==> config.mk <==
export PLATFORM = sky130hd
export DESIGN_NAME = usb_desc_reader
export DESIGN_NICKNAME = d
export VERILOG_FILES = /design/src/rtl/usb_desc_reader.sv
export SDC_FILE = /design/constraint.sdc
export NUM_CORES = 1
export LEC_CHECK = 0
export BUFFER_PORTS_ARGS = -buffer_cell sky130_fd_sc_hd__buf_4
export CAP_MARGIN = 30
export CORE_MARGIN = 4
export CORE_UTILIZATION = 50
export CTS_CLUSTER_SIZE = 16
export DETAILED_ROUTE_END_ITERATION = 10
export GPL_ROUTABILITY_DRIVEN = 0
export PLACE_DENSITY = 0.84
export SLEW_MARGIN = 30
export SYNTH_ARGS = -nofsm -noshare
export SYNTH_HDL_FRONTEND = slang
export SYNTH_SLANG_ARGS = --single-unit
export TNS_END_PERCENT = 30
==> constraint.sdc <==
create_clock -name clk -period 7.7 [get_ports clk]
set_input_delay 0.77 -clock clk [delete_from_list [all_inputs] [get_ports clk]]
set_output_delay 0.77 -clock clk [all_outputs]
set_load 0.01 [all_outputs]
==> src/rtl/usb_desc_reader.sv <==
// EP0 GET_DESCRIPTOR engine: decodes setup requests, reads the descriptor ROM byte-wise
// and streams the data stage as max-packet-sized IN packets with retry and ZLP handling.
module usb_desc_reader #(
    parameter int unsigned EP0_MPS = 64
) (
    input  logic        clk,
    input  logic        rstn,
    input  logic        bus_reset,
    input  logic        hs_mode,
    input  logic        setup_valid,
    input  logic [7:0]  setup_bmreqtype,
    input  logic [7:0]  setup_breq,
    input  logic [15:0] setup_wvalue,
    input  logic [15:0] setup_wlength,
    input  logic        in_req,
    input  logic        in_ack,
    input  logic        in_retry,
    output logic [15:0] descrom_raddr_o,
    input  logic [7:0]  descrom_rdata_i,
    input  logic [15:0] desc_dev_addr_i,
    input  logic [15:0] desc_dev_len_i,
    input  logic [15:0] desc_qual_addr_i,
    input  logic [15:0] desc_qual_len_i,
    input  logic [15:0] desc_hscfg_addr_i,
    input  logic [15:0] desc_hscfg_len_i,
    input  logic [15:0] desc_fscfg_addr_i,
    input  logic [15:0] desc_fscfg_len_i,
    input  logic [15:0] desc_oscfg_addr_i,
    input  logic [15:0] desc_hidrpt_addr_i,
    input  logic [15:0] desc_hidrpt_len_i,
    input  logic [15:0] desc_bos_addr_i,
    input  logic [15:0] desc_bos_len_i,
    input  logic [15:0] desc_lang_addr_i,
    input  logic [15:0] desc_vendor_addr_i,
    input  logic [15:0] desc_vendor_len_i,
    input  logic [15:0] desc_product_addr_i,
    input  logic [15:0] desc_product_len_i,
    input  logic [15:0] desc_serial_addr_i,
    input  logic [15:0] desc_serial_len_i,
    input  logic        desc_have_strings_i,
    output logic [7:0]  tx_data,
    output logic        tx_valid,
    input  logic        tx_ready,
    output logic        tx_last,
    output logic        tx_zlp,
    output logic        req_stall,
    output logic        busy,
    output logic        done
);

    localparam int unsigned AW = 16;
    localparam logic [AW-1:0] MPS = AW'(EP0_MPS);
    localparam logic [AW-1:0] LANG_LEN = AW'(4);

    typedef enum logic [2:0] {
        S_IDLE,
        S_WAIT_IN,
        S_SEND,
        S_ZLP,
        S_WAIT_HS
    } state_e;

    state_e        state_q, state_d;
    logic [AW-1:0] start_q, start_d;
    logic [AW-1:0] off_q, off_d;
    logic [AW-1:0] rem_q, rem_d;
    logic [AW-1:0] pkt_len_q, pkt_len_d;
    logic [AW-1:0] idx_q, idx_d;
    logic          need_zlp_q, need_zlp_d;
    logic          osc_q, osc_d;
    logic [AW-1:0] raddr_q, raddr_d;
    logic          tx_valid_q, tx_valid_d;
    logic          tx_last_q, tx_last_d;
    logic          tx_zlp_q, tx_zlp_d;
    logic          req_stall_q, req_stall_d;
    logic          busy_q, busy_d;
    logic          done_q, done_d;

    logic          is_get_c;
    logic          sel_ok_c;
    logic          sel_osc_c;
    logic [AW-1:0] sel_addr_c;
    logic [AW-1:0] sel_len_c;
    logic [AW-1:0] xfer_len_c;
    logic          new_zlp_c;
    logic [AW-1:0] pkt_c;
    logic          keep_zlp_c;

    // Other-speed config reports its bDescriptorType byte from a dedicated ROM location
    function automatic logic [AW-1:0] rom_addr(input logic [AW-1:0] start,
                                               input logic [AW-1:0] off,
                                               input logic          osc,
                                               input logic [AW-1:0] osc_addr);
        return (osc && off == AW'(1)) ? osc_addr : start + off;
    endfunction

    // Descriptor selection from wValue
    always_comb begin
        sel_ok_c   = 1'b1;
        sel_osc_c  = 1'b0;
        sel_addr_c = '0;
        sel_len_c  = '0;
        case (setup_wvalue[15:8])
            8'h01: begin
                sel_addr_c = desc_dev_addr_i;
                sel_len_c  = desc_dev_len_i;
            end
            8'h06: begin
                sel_addr_c = desc_qual_addr_i;
                sel_len_c  = desc_qual_len_i;
            end
            8'h02: begin
                sel_ok_c   = (setup_wvalue[7:0] == 8'h00);
                sel_addr_c = hs_mode ? desc_hscfg_addr_i : desc_fscfg_addr_i;
                sel_len_c  = hs_mode ? desc_hscfg_len_i  : desc_fscfg_len_i;
            end
            8'h07: begin
                sel_ok_c   = (setup_wvalue[7:0] == 8'h00);
                sel_osc_c  = 1'b1;
                sel_addr_c = hs_mode ? desc_fscfg_addr_i : desc_hscfg_addr_i;
                sel_len_c  = hs_mode ? desc_fscfg_len_i  : desc_hscfg_len_i;
            end
            8'h22: begin
                sel_addr_c = desc_hidrpt_addr_i;
                sel_len_c  = desc_hidrpt_len_i;
            end
            8'h0F: begin
                sel_addr_c = desc_bos_addr_i;
                sel_len_c  = desc_bos_len_i;
            end
            8'h03: begin
                sel_ok_c = desc_have_strings_i;
                case (setup_wvalue[7:0])
                    8'h00: begin
                        sel_addr_c = desc_lang_addr_i;
                        sel_len_c  = LANG_LEN;
                    end
                    8'h01: begin
                        sel_addr_c = desc_vendor_addr_i;
                        sel_len_c  = desc_vendor_len_i;
                    end
                    8'h02: begin
                        sel_addr_c = desc_product_addr_i;
                        sel_len_c  = desc_product_len_i;
                    end
                    8'h03: begin
                        sel_addr_c = desc_serial_addr_i;
                        sel_len_c  = desc_serial_len_i;
                    end
                    default: sel_ok_c = 1'b0;
                endcase
            end
            default: sel_ok_c = 1'b0;
        endcase
    end

    assign is_get_c   = (setup_breq == 8'h06) &&
                        ((setup_bmreqtype == 8'h80) || (setup_bmreqtype == 8'h81));
    assign xfer_len_c = (sel_len_c < setup_wlength) ? sel_len_c : setup_wlength;
    assign new_zlp_c  = (xfer_len_c < setup_wlength) && ((xfer_len_c % MPS) == AW'(0));
    assign pkt_c      = (rem_q < MPS) ? rem_q : MPS;

    // Next-state and registered-output logic
    always_comb begin
        state_d     = state_q;
        start_d     = start_q;
        off_d       = off_q;
        rem_d       = rem_q;
        pkt_len_d   = pkt_len_q;
        idx_d       = idx_q;
        need_zlp_d  = need_zlp_q;
        osc_d       = osc_q;
        raddr_d     = raddr_q;
        tx_valid_d  = tx_valid_q;
        tx_last_d   = tx_last_q;
        tx_zlp_d    = 1'b0;
        req_stall_d = 1'b0;
        done_d      = 1'b0;
        keep_zlp_c  = 1'b0;

        if (bus_reset) begin
            state_d    = S_IDLE;
            tx_valid_d = 1'b0;
            tx_last_d  = 1'b0;
        end else if (setup_valid) begin
            // A new setup always abandons whatever transfer was in flight
            state_d    = S_IDLE;
            tx_valid_d = 1'b0;
            tx_last_d  = 1'b0;
            if (is_get_c) begin
                if (!sel_ok_c) begin
                    req_stall_d = 1'b1;
                end else if (setup_wlength == AW'(0)) begin
                    done_d = 1'b1;
                end else begin
                    state_d    = S_WAIT_IN;
                    start_d    = sel_addr_c;
                    off_d      = '0;
                    rem_d      = xfer_len_c;
                    need_zlp_d = new_zlp_c;
                    osc_d      = sel_osc_c;
                end
            end
        end else begin
            case (state_q)
                S_WAIT_IN: begin
                    if (in_req) begin
                        if (rem_q != AW'(0)) begin
                            state_d    = S_SEND;
                            pkt_len_d  = pkt_c;
                            idx_d      = '0;
                            raddr_d    = rom_addr(start_q, off_q, osc_q, desc_oscfg_addr_i);
                            tx_valid_d = 1'b1;
                            tx_last_d  = (pkt_c == AW'(1));
                        end else if (need_zlp_q) begin
                            state_d   = S_ZLP;
                            pkt_len_d = '0;
                            tx_zlp_d  = 1'b1;
                        end
                    end
                end
                S_SEND: begin
                    if (tx_valid_q && tx_ready) begin
                        if (tx_last_q) begin
                            state_d    = S_WAIT_HS;
                            tx_valid_d = 1'b0;
                            tx_last_d  = 1'b0;
                        end else begin
                            idx_d     = idx_q + AW'(1);
                            raddr_d   = rom_addr(start_q, off_q + idx_q + AW'(1), osc_q,
                                                 desc_oscfg_addr_i);
                            tx_last_d = ((idx_q + AW'(2)) == pkt_len_q);
                        end
                    end
                end
                S_ZLP: begin
                    state_d = S_WAIT_HS;
                end
                S_WAIT_HS: begin
                    if (in_ack) begin
                        off_d      = off_q + pkt_len_q;
                        rem_d      = rem_q - pkt_len_q;
                        keep_zlp_c = need_zlp_q && (pkt_len_q != AW'(0));
                        need_zlp_d = keep_zlp_c;
                        if ((rem_d == AW'(0)) && !keep_zlp_c) begin
                            state_d = S_IDLE;
                            done_d  = 1'b1;
                        end else begin
                            state_d = S_WAIT_IN;
                        end
                    end else if (in_retry) begin
                        state_d = S_WAIT_IN;
                    end
                end
                default: ;
            endcase
        end

        busy_d = (state_d != S_IDLE);
    end

    always_ff @(posedge clk or negedge rstn) begin
        if (!rstn) begin
            state_q     <= S_IDLE;
            start_q     <= '0;
            off_q       <= '0;
            rem_q       <= '0;
            pkt_len_q   <= '0;
            idx_q       <= '0;
            need_zlp_q  <= 1'b0;
            osc_q       <= 1'b0;
            raddr_q     <= '0;
            tx_valid_q  <= 1'b0;
            tx_last_q   <= 1'b0;
            tx_zlp_q    <= 1'b0;
            req_stall_q <= 1'b0;
            busy_q      <= 1'b0;
            done_q      <= 1'b0;
        end else begin
            state_q     <= state_d;
            start_q     <= start_d;
            off_q       <= off_d;
            rem_q       <= rem_d;
            pkt_len_q   <= pkt_len_d;
            idx_q       <= idx_d;
            need_zlp_q  <= need_zlp_d;
            osc_q       <= osc_d;
            raddr_q     <= raddr_d;
            tx_valid_q  <= tx_valid_d;
            tx_last_q   <= tx_last_d;
            tx_zlp_q    <= tx_zlp_d;
            req_stall_q <= req_stall_d;
            busy_q      <= busy_d;
            done_q      <= done_d;
        end
    end

    assign descrom_raddr_o = raddr_q;
    assign tx_data         = tx_valid_q ? descrom_rdata_i : 8'h00;
    assign tx_valid        = tx_valid_q;
    assign tx_last         = tx_last_q;
    assign tx_zlp          = tx_zlp_q;
    assign req_stall       = req_stall_q;
    assign busy            = busy_q;
    assign done            = done_q;

endmodule
# Word level (Yosys, flattened, before mapping)
# Index checks and enable logic that the tools add are counted.
[totals]
reg_bits = 107
word_cells = 183
out_inout_bits = 30
[classes]
mux = 92
n_eq_ne = 32
bitwise = 3
n_addsub = 8
reduce_logical = 30
order_cmp = 3
[ops]
columns = ["op", "count"]
rows = [
  ["$mux 16", 30],
  ["$pmux 16 s7", 2],
  ["$pmux 16 s4", 2],
  ["$add 16x16->16", 4],
  ["$pmux 16 s2", 2],
  ["$eq 16x1->1 const B", 3],
  ["$logic_not 16->1", 3],
  ["$mux 1", 42],
  ["$add 16x1->16 const B", 2],
  ["$eq 8x2->1 const B", 4],
  ["$lt 16x16->1", 2],
  ["$reduce_bool 16->1", 2],
  ["$mux 3", 9],
  ["$eq 8x3->1 const B", 3],
  ["$add 16x2->16 const B", 1],
  ["$eq 16x16->1", 1],
  ["$eq 8x1->1 const B", 2],
  ["$eq 8x8->1 const B", 2],
  ["$lt 16x7->1 const B", 1],
  ["$ne 4x4->1 const B", 4],
  ["$sub 16x16->16", 1],
  ["$reduce_and 5->1", 3],
  ["$pmux 3 s4", 1],
  ["$ne 2x2->1 const B", 5],
  ["other kinds (22)", 37],
]

# Depth between registers and ports, before layout
[logic_depth]
ltp_word = 11
mapped_depth = 29
ltp_nobuf = 25

# Worst setup path before layout
# No wires, ideal clock.
[synth_timing]
path_kind = "input -> register"
startpoint = "input setup_wvalue[13]"
endpoint = "register need_zlp_q"
arrival_ns = 6.108
setup_ns = 0.083
required_time_ns = 7.617
stages = 24
path_slack_ns = 1.510
cell_sequence = "or4_1 > clkbuf_1 > or3_1 > nor3_1 > clkbuf_1 > clkbuf_1 > a22oi_1 > o211ai_1 > ha_1 > a21o_1 > a21oi_1 > o21ai_0 > a211oi_1 > clkbuf_1 > mux2i_1 > inv_1 > ha_1 > a21o_1 > a21o_1 > a21oi_1 > o21ai_0 > a2111oi_0 > o2111ai_1 > o21ai_0"
[synth_via]
elab_chain_cells = 10
elab_cells_between_ends = 22
[synth_lines]
columns = ["item", "line_no", "text"]
rows = [
  ["start: declaration", "13", "input logic [15:0] setup_wvalue,"],
  ["$eq 8x2->1, or another cell as far along", "103", "case (setup_wvalue[15:8])"],
  ["$pmux 16 s7", "103", ""],
  ["$lt 16x16->1", "159", "assign xfer_len_c = (sel_len_c < setup_wlength) ? sel_len_c : setup_wlength;"],
  ["$mux 16", "159", ""],
  ["$lt 16x16->1 / $logic_not 16->1 (equally long branches)", "160", "assign new_zlp_c = (xfer_len_c < setup_wlength) && ((xfer_len_c % MPS) == AW'(0));"],
  ["$logic_and 1x1->1", "160", ""],
  ["$mux 1", "193", "end else if (setup_wlength == AW'(0)) begin"],
  ["$mux 1", "191", "if (!sel_ok_c) begin"],
  ["$mux 1", "190", "if (is_get_c) begin"],
  ["$mux 1", "185", "end else if (setup_valid) begin"],
  ["end signal: assignment", "286", "need_zlp_q <= need_zlp_d;"],
  ["end: declaration", "69", "logic need_zlp_q, need_zlp_d;"],
]
# Several ways; a longest one is shown, not always the timed one. The select of a mux whose other input is x is not followed.
# A chain may end at the register's enable or synchronous reset.

# Worst setup path in the final report
# Ends and elaborated chain as after synthesis.

==> reports/results.env <==
INSERTION_DELAY_PS=370
CP-END-KIND='flip-flop'
MAXCAPVIOLCOUNT=0
DOMINANTREGCELLSYNTH='sky130_fd_sc_hd__dfrtp_1'
RATIO_OF_CELLS_WITH_DRIVE_ABOVE_1_IN_THE_FINAL_LAYOUT_PCT=27.2
IO_BUFFER_COUNT=414
PROPORTION_OF_REGISTER_BITS_WITH_ASYNCHRONOUS_SET_OR_RESET_AFTER_SYNTHESIS_PCT=100
ROUTE.DETAILED.WL_PER_INST_UM=23.5
HPWL_UM=42900
TOTAL_ROUTED_LENGTH_UM=53200
CORE-AREA_SQ_MM=0.0245
GRT-OVFL-TOTAL=0
START_KIND='input port'
CRITICAL_PATH_CLASS='in -> reg'
SYNTH.FF_LATCH_COUNT=107
TIMING.FINAL.CRIT_PERIOD_PS=6470
LAYOUT.NETS=2429
DESIGN.DIE.AREA_SQ_MM=0.0278
FINAL_ANTENNA_NET_COUNT=0
YOSYS_WARNINGS=0
WORST-SLEW-PIN-TRANSITION_PS=926
CP_DATA_ARRIVAL_TIME_PS=6760
HOLD_FAILS_FINAL_RPT=0
ACHIEVABLE-FREQUENCY_MHz=155
CTS-RESIZED-GATES=0
GRT_USE_TOTAL_PCT=35.9
REPORT.POWER.TOTAL_uW=1390
DRT_ITER0_MARKERS=1720
WORST_SETUP_HOLD_PATH_CLK_SLEW_PS=90
SETUP_TOTAL_NEGATIVE_SLACK_PS=0
MOST_FREQUENT_STANDARD_CELL_IN_THE_LAYOUT_EXCLUDING_FILL_AND_TAP_CELLS='sky130_fd_sc_hd__buf_4'
CTSLONGESTPATHBUFFERS=2
VIASPERCELL=6.60
GRT_START_MAX_NET_PINS=66
FF_LATCH_AREA_SQ_MM=0.00268
MULTI_INPUT_AREA_SQ_MM=0.00936
TRITONCTS_CLOCK_TREE='built'
CTS_ROOT_BUF='sky130_fd_sc_hd__clkbuf_16'
MOST_USED_CELLS_IN_THE_LAYOUT_EXCLUDING_FILL_AND_TAP_CELLS='sky130_fd_sc_hd__buf_4 (432), sky130_fd_sc_hd__o21ai_0 (131), sky130_fd_sc_hd__nand2_1 (118), sky130_fd_sc_hd__a21oi_1 (108)'
TIMING.HOLD.WORST.CLASS='in -> async'
POWER.DENSITY_CELL_AREA_mW_PER_MM2=85.2
STATUS='finished, final reports clean'
POST_CTS.REPAIR.SETUP_BUFFERS=0
RSZ0062_AT_GRT='no'
WORST-PATH-MAX-FANOUT=31
SYNTH_TOP_CELLS_BY_AREA='sky130_fd_sc_hd__dfrtp_1 (21%), sky130_fd_sc_hd__ha_1 (11%), sky130_fd_sc_hd__o21ai_0 (5.2%), sky130_fd_sc_hd__a21oi_1 (4.3%), sky130_fd_sc_hd__nand2_1 (3.5%)'
DIE-HEIGHT_UM=167
FIRST_GLOBAL_VIAS=14296
SYNTH.AVG_CELL_AREA_SQ_UM=8.00
POST-SYNTH-TOP-AREA-FRACTION_PCT=21.3
FP.DIEW_UM=167
SYNTH.LARGEST_AREA_CELL='sky130_fd_sc_hd__dfrtp_1'
DRT_DRC_VIOLATIONS_LEFT=0
FIN_CRIT_SH_PCT=84.0
HTREEDEPTH=3
DRT_PRE_ANTENNA_ITERS=6
SYNTH_SEQUENTIAL_AREA_RATIO_PCT=21.3
SLEW_VIOL_FINAL=0
FILLER_CELL_COUNT=2087
SINKS_ON_THE_CLOCK_NET=107
CTS_STAGE_HOLD_BUFFER_COUNT=0
ROW_COUNT=57
SYNTH_FP_NETS=2072
NETLIST-CELL-TYPE-COUNT=71
AREA_OF_THE_MAPPED_NETLIST_SQ_MM=0.0126
NUMBER_OF_BUFFERS_CREATED_BY_CTS=9
IO-PIN-COUNT=416
REQUIRED_TIME_REPORTED_FOR_THE_CRITICAL_PATH_ENDPOINT_PS=8000
VDD_DROP_MAX_V=0.0000928
NETLIST_INSTANCES=1574
DETAILROUTE.VIA_COUNT=14926
MAXSLEWHEADROOM_PCT=37.6
INITIAL_CORE_UTIL_PCT=51.4
SYN_TO_FINAL_GROWTH_PCT=29.2
WORST_CLOCK_SKEW_ON_THE_FINAL_LAYOUT_PS=16.4
ANTENNA_FOUND_INITIAL=6
PLEAK_uW=0.00795
GRT_PASS1_WL_UM=79600
FINAL-SETUP-VIOL-COUNT=0
SYNTH-EDFF-COUNT=0
FINISH.UTILIZATION_PCT=66.4
==> state kept, by name, summed over array words and instances, names as in the netlist, 3 cells and up <==
register         cells
descrom_raddr_o     16
idx_q               16
off_q               16
pkt_len_q           16
rem_q               16
start_q             16
state_q              3
==> cell type report <==
cell class | count | area share (%)
Inverter | 81 | 1.87
Antenna cell | 3 | 0.0461
Clock inverter | 6 | 0.361
Tap cell | 324 | 2.49
Clock buffer | 10 | 1.41
Sequential cell | 107 | 16.4
Multi-Input combinational cell | 1300 | 57.5
Timing Repair Buffer | 432 | 19.9
==> cell families (layout without fill, tap and decap cells) <==
logic type / after synthesis / after routing / synth area share, %
AO/OA/AOI/OAI: 556 / 556 / 30.1
XOR/XNOR: 75 / 75 / 5.21
adder cells (fa/ha/maj): 112 / 112 / 11.4
buffers and inverters: 167 / 529 / 5.09
flip-flops: 107 / 107 / 21.3
multiplexers: 77 / 77 / 8.04
other: 0 / 3 / 0
AND/OR/NAND/NOR: 480 / 480 / 18.8
==> cell usage after synthesis, drive strengths merged, types with 5 or more instances <==
cell and n:
nand2b 11, or3 14, mux2i 27, a211o 5, fa 5, o2111ai 5, a222oi 31, o21a 12
xnor2 45, inv 81, o211a 5, mux4 16, or4 5, nor2 107, a31oi 18, a211oi 16
o21ai 132, buf 5, or2 9, a21o 38, o21bai 6, nor2b 16, o31a 6, a22oi 43
a2111oi 5, and3 14, nand3 51, a21oi 108, nor4 23, ha 107, and2 29, nand4 19
nor3 44, xor2 30, a221oi 33, a2111o 6, o31ai 14, nand2 119, o211ai 24, clkbuf 81
mux2 34, a22o 16, dfrtp 107
==> final timing paths <==
check	start	to	slack, ps	cells past startpoint
max reg2reg	idx_q[0]$_DFFE_PN0P_	descrom_raddr_o[15]$_DFFE_PN0P_	2910	12
min in group clk	descrom_raddr_o[15]$_DFFE_PN0P_	descrom_raddr_o[15]$_DFFE_PN0P_	490	2
min	rstn	descrom_raddr_o[8]$_DFFE_PN0P_	400	1
max	setup_wvalue[13]	need_zlp_q$_DFFE_PN0P_	1230	26
max in group asynchronous	rstn	off_q[12]$_DFFE_PN0P_	6040	2
min reg2reg	descrom_raddr_o[15]$_DFFE_PN0P_	descrom_raddr_o[15]$_DFFE_PN0P_	490	2
==> per-stage QoR <==
step | cells | instance area (sq um) | hold slack [ps] | setup slack [ps]
5_1_grt | 2262 | 16300 | 456 | 831
6_report | 2263 | 16300 | 404 | 1230
2_1_floorplan | 1574 | 12600 | 474 | 1510
3_5_place_dp | 2244 | 16000 | 476 | 996
3_3_place_gp | 2244 | 16000 | 466 | 1060
4_1_cts | 2260 | 16300 | 439 | 1360
==> report_power, final <==
part / internal [uW] / switching (uW) / total, uW
sequential: 561 / 0.293 / 562
combinational: 195 / 156 / 351
clock: 227 / 247 / 474
==> worst max-delay path, stage by stage <==
cell                        delay (ps)
sky130_fd_sc_hd__buf_4             130
sky130_fd_sc_hd__or4_1             680
sky130_fd_sc_hd__or3_1             480
sky130_fd_sc_hd__nor3b_2           400
sky130_fd_sc_hd__buf_4             410
sky130_fd_sc_hd__a222oi_1          150
sky130_fd_sc_hd__o211ai_1          180
sky130_fd_sc_hd__ha_1              300
sky130_fd_sc_hd__a21o_1            160
sky130_fd_sc_hd__a21oi_1           140
sky130_fd_sc_hd__nor2b_1            50
sky130_fd_sc_hd__o21ai_0           140
sky130_fd_sc_hd__a21oi_1           110
sky130_fd_sc_hd__a211oi_2          140
sky130_fd_sc_hd__buf_4             330
sky130_fd_sc_hd__mux2_2            390
sky130_fd_sc_hd__ha_1              290
sky130_fd_sc_hd__a21o_1            170
sky130_fd_sc_hd__a21o_1            180
sky130_fd_sc_hd__a21o_1            180
sky130_fd_sc_hd__a21o_1            170
sky130_fd_sc_hd__a21oi_1           130
sky130_fd_sc_hd__nor2b_1            60
sky130_fd_sc_hd__o21ai_0           280
sky130_fd_sc_hd__o2111ai_1         170
sky130_fd_sc_hd__o21ai_0           160
==> layer usage <==
layer	vias to the layer above	share of wire [%]	global-route usage [%]
met5	-	0.047	0
met4	4	4.4	13.6
met2	892	47	59.5
li1	6751	-	-
met3	177	12	10.8
met1	7102	37	44.2
(Power assumes the default switching activity.)
